### config.mk
export PLATFORM = sky130hd
export DESIGN_NAME = cam_req_arbiter
export DESIGN_NICKNAME = d
export VERILOG_FILES = /design/src/rtl/cam_req_arbiter.sv
export SDC_FILE = /design/constraint.sdc
export NUM_CORES = 1
export LEC_CHECK = 0
export ABC_AREA = 0
export ABC_CLOCK_PERIOD_IN_PS = 1700
export CAP_MARGIN = 20
export CORE_ASPECT_RATIO = 0.7
export CORE_MARGIN = 2
export CORE_UTILIZATION = 25
export CTS_BUF_LIST = sky130_fd_sc_hd__clkbuf_16
export DETAILED_ROUTE_END_ITERATION = 7
export PLACE_DENSITY = 0.71
export SYNTH_ARGS = -nofsm -noshare
export SYNTH_HDL_FRONTEND = slang
export SYNTH_SLANG_ARGS = --single-unit
### constraint.sdc
create_clock -name clk -period 1.7 [get_ports clk]
set_input_delay 0.255 -clock clk [delete_from_list [all_inputs] [get_ports clk]]
set_output_delay 0.255 -clock clk [all_outputs]
set_load 0.02 [all_outputs]
### src/rtl/cam_req_arbiter.sv
// cam_req_arbiter: round-robin arbiter sharing one CAM between NUM_REQ valid/ready requesters
module cam_req_arbiter #(
   parameter int NUM_REQ = 2,
   parameter int KEY_W   = 16,
   parameter int VAL_W   = 16
) (
   input  logic                     clk,
   input  logic                     rst,
   input  logic [NUM_REQ-1:0]       req_valid_i,
   output logic [NUM_REQ-1:0]       req_ready_o,
   input  logic [NUM_REQ-1:0]       req_write_i,
   input  logic [NUM_REQ*KEY_W-1:0] req_key_i,
   input  logic [NUM_REQ*VAL_W-1:0] req_val_i,
   output logic [NUM_REQ-1:0]       resp_valid_o,
   input  logic [NUM_REQ-1:0]       resp_ready_i,
   output logic                     resp_hit_o,
   output logic [VAL_W-1:0]         resp_val_o,
   output logic                     cam_read_o,
   output logic                     cam_write_o,
   output logic [KEY_W-1:0]         cam_key_o,
   output logic [VAL_W-1:0]         cam_val_o,
   input  logic                     cam_valid_i,
   input  logic [VAL_W-1:0]         cam_val_i
);
   localparam int PW = $clog2(NUM_REQ);
   typedef enum logic [1:0] {IDLE, ISSUE, RESP} state_t;
   state_t state, state_n;
   logic [PW-1:0] ptr, gnt, gnt_q, idx;
   logic found, op_w, w_sel, hit_q;
   logic [KEY_W-1:0] key_q, k_sel;
   logic [VAL_W-1:0] val_q, v_sel, rval_q;
   always_comb begin
      gnt = '0;
      found = 1'b0;
      idx = '0;
      k_sel = '0;
      v_sel = '0;
      w_sel = 1'b0;
      // descending scan so the requester closest to ptr is the last (winning) match
      for (int i = NUM_REQ - 1; i >= 0; i--) begin
         idx = PW'((int'(ptr) + i) % NUM_REQ);
         if (req_valid_i[idx]) begin
            gnt = idx;
            found = 1'b1;
         end
      end
      for (int r = 0; r < NUM_REQ; r++) begin
         if (gnt == PW'(r)) begin
            k_sel = req_key_i[r*KEY_W +: KEY_W];
            v_sel = req_val_i[r*VAL_W +: VAL_W];
            w_sel = req_write_i[r];
         end
      end
      state_n = (state == IDLE && found && !rst) ? ISSUE :
                (state == ISSUE) ? RESP :
                (state == RESP && resp_ready_i[gnt_q]) ? IDLE : state;
      req_ready_o = (state == IDLE && found && !rst) ? NUM_REQ'(1) << gnt : '0;
      resp_valid_o = (state == RESP) ? NUM_REQ'(1) << gnt_q : '0;
      cam_read_o = (state == ISSUE) && !op_w;
      cam_write_o = (state == ISSUE) && op_w;
      cam_key_o = (state == ISSUE) ? key_q : '0;
      cam_val_o = (state == ISSUE) ? val_q : '0;
   end
   assign resp_hit_o = hit_q;
   assign resp_val_o = rval_q;
   always_ff @(posedge clk) begin
      if (rst) begin
         state <= IDLE;
         ptr <= '0;
         gnt_q <= '0;
         op_w <= 1'b0;
         key_q <= '0;
         val_q <= '0;
         hit_q <= 1'b0;
         rval_q <= '0;
      end else begin
         state <= state_n;
         if (state == IDLE && found) begin
            gnt_q <= gnt;
            op_w <= w_sel;
            key_q <= k_sel;
            val_q <= v_sel;
            ptr <= (gnt == PW'(NUM_REQ - 1)) ? '0 : gnt + 1'b1;
         end
         if (state == ISSUE) begin
            hit_q <= !op_w && cam_valid_i;
            rval_q <= (!op_w && cam_valid_i) ? cam_val_i : '0;
         end
      end
   end
endmodule

==> flow_summary.toml <==
[placement]
place_inst = 524
portBuffers = 143
gp_congestion = 0.7224
hpwl_mm = 5.634

[logic_synthesis]
syn_inst = 269
synth_top_family_by_area = "simple AND/OR/NAND/NOR gates"
synthMuxAreaShare_pct = 0.4195
syn_area_per_cell_um2 = 8.870
synthXorXnorAreaFrac_pct = 0
synth_fa_ha_area_share_pct = 0
ys_types = 23
syn_area_um2 = 2386
synth-simple-area-share_pct = 27.11
synth-seq-cells = 54
synth_compound_area_share_pct = 21.34
yosysSeqAreaShare_pct = 45.31
synth_nets = 358
ys.warnings.count = 0

[power_and_ir_drop]
p_per_area_nw_per_um2 = 809.4
peakVddDrop_mv = 0.4580
p_leak_nw = 1.751

[drt]
wl_mm = 8.105
vias = 2552
drtIter0Drc = 181
ant_nets = 0
avgRoutedWirePerCell_um = 15.12
first_pass_iters = 4
viasPerCell = 4.761
drcViolationCount = 0

[layout]
area_delta_synth_final_pct = 78.50
nets = 500
drive_above_1_share_pct = 20.15
n_fill_cell = 889
final_cells = 536
antenna_cells = 0

[sta]
setup_tns_ps = -230.8
fmax_mhz = 575.3
post-route-period-util_pct = 102.3
rsz0062_at_grt = "true"
setup_viol = 12
period_needed_ps = 1738
slew_violations = 0
fin_ws_ps = -38.33
clock_skew_ps = 8.543
relSlewSlack_pct = 75.37
worstMarginPinSlew_ps = 369.4
hold_viol_final = 0

[run]
drv_cap = 0

[global_routing]
antenna_found_initial = 0
grt_pass1_wl_mm = 12.83
grt_max_degree = 35
gr-total-overflow = 0
grt_pass1_vias = 2541
grt_usage_pct = 15.34

[worst_setup_path]
worstRegToRegCells = 4
required_ps = 1440
critPathKind = "reg -> out"
crit_fanout = 4
cp.arrival_ps = 1480
endpoint_kind = "output pin"
start_kind = "flip-flop"

[clock_network]
clk_latency_ps = 290
cts_tree = "built"
cts_buffers = 5
clkSinkCount = 54
hold_buffers = 0
clock-root-buffer = "clkbuf_16"
cts.htree.levels = 2
clk_pin_slew_worst_paths_ps = 70
clock_path_buffers = 2

[floorplan]
initial_core_util_pct = 25.99
ioPinCount = 144
die_x_um = 120.8
die-area_um2 = 10350
rows = 29
core_area_um2 = 9180
die_y_um = 85.74

[outcome]
violations = "setup timing"
status = "finished, violations left"

[min_path]
min_path_cells = 3
hold_path.class = "in -> reg"
==> through the flow <==
| step | util (%) | cell area [um^2] | setup slack, ps | hold WS [ps] | power, mW |
|---|---|---|---|---|---|
| after floorplan | - | 2391 | 56.84 | 394.3 | 1.837 |
| after global placement | 43.70 | 4011 | -534.9 | 460.2 | 2.272 |
| after detailed placement | 43.70 | 4011 | -545.1 | 460.8 | 2.284 |
| after CTS | 44.87 | 4119 | -100.8 | 484.5 | 3.443 |
| after global routing | 46.39 | 4259 | -86.26 | 483.9 | 3.625 |
| final | 46.39 | 4259 | -38.33 | 455.1 | 3.447 |
==> placed cells by master (no fill, tap or decap), drive strengths merged, types with 2 or more instances in the layout <==
cell,count
a21o,2
a21oi,4
a221o,33
a22oi,16
and2,33
buf,52
clkbuf,8
clkdlybuf4s50,104
dfxtp,54
dlygate4sd2,2
inv,3
nand2,35
nor2,19
nor2b,3
nor3,33
nor3b,2
==> final timing paths <==
kind | startpoint | slack [ps] | endpoint
worst max register to register | state[1] | 50 | val_q[12]
worst max-delay path | state[1] | -40 | req_ready_o[0]
worst min-delay path | rst | 460 | state[0]
worst min register to register | val_q[1] | 480 | val_q[1]
==> timing repair <==
item / 4_1_cts / 5_1_grt
setup endpoints to repair: 71 / 69
gates cloned: 1 / 1
setup buffers: 1 / 2
pin swaps: 0 / 5
resized for setup: 173 / 37
==> kinds of logic (layout without fill, tap and decap cells) <==
| kind of cell | Yosys count | count (layout) |
|---|---|---|
| buf+inv | 28 | 171 |
| simple gates | 130 | 130 |
| flops | 54 | 54 |
| compound gates | 56 | 56 |
| mux | 1 | 1 |
==> routing by layer <==
metal  up-vias  routed length, um  track usage [%]
met1      1193               3821            21.04
met4         0                 81            3.277
met3         6                619            3.723
met2       101               3582            24.60
met5         -                  0                0
li1       1252                  -                -
==> worst max-delay path, stage by stage (launching register included) <==
cell and delay, ps:
dfxtp_2 330, or3_4 410, a211oi_4 290, buf_6 160
==> report_power, final <==
group	switching, mW	internal (mW)	total [mW]
sequential	0.0630	1.37	1.44
clock	0.442	0.685	1.13
combinational	0.386	0.496	0.882
==> cells in the mapped netlist <==
library cell,number,area share [%]
a21o_1,2,0.63
a21oi_2,1,0.37
or2_1,1,0.26
inv_1,1,0.16
clkbuf_1,20,3.1
nand2_1,35,5.5
or2b_1,1,0.31
a211oi_4,1,0.84
and2_1,33,8.7
nor3_1,33,6.9
dfxtp_1,54,45
and3b_1,1,0.37
a221o_1,33,14
a21oi_1,3,0.63
nor2_1,19,3.0
mux2i_1,1,0.42
buf_6,4,1.9
or3_1,1,0.26
nor4bb_1,1,0.42
nor3b_1,2,0.63
a22oi_1,16,5.0
nor2b_1,3,0.79
buf_2,3,0.63
==> area by class of cell <==
type / count / area [um^2] / share of cell area, %
flip-flops and latches: 54 / 1084 / 25.44
repair buffers: 162 / 1615 / 37.93
clock buffers: 5 / 125.1 / 2.938
inverters: 1 / 3.754 / 0.08813
well taps: 124 / 155.1 / 3.643
clock inverters: 3 / 37.54 / 0.8813
multi-input cells: 187 / 1239 / 29.08
==> flip-flops by register name, summed over array words and instances, names as in the netlist <==
signal	flops
state	2
resp_val_o	16
resp_hit_o	1
gnt_q	1
val_q	16
ptr	1
op_w	1
key_q	16
(Power assumes the default switching activity.)
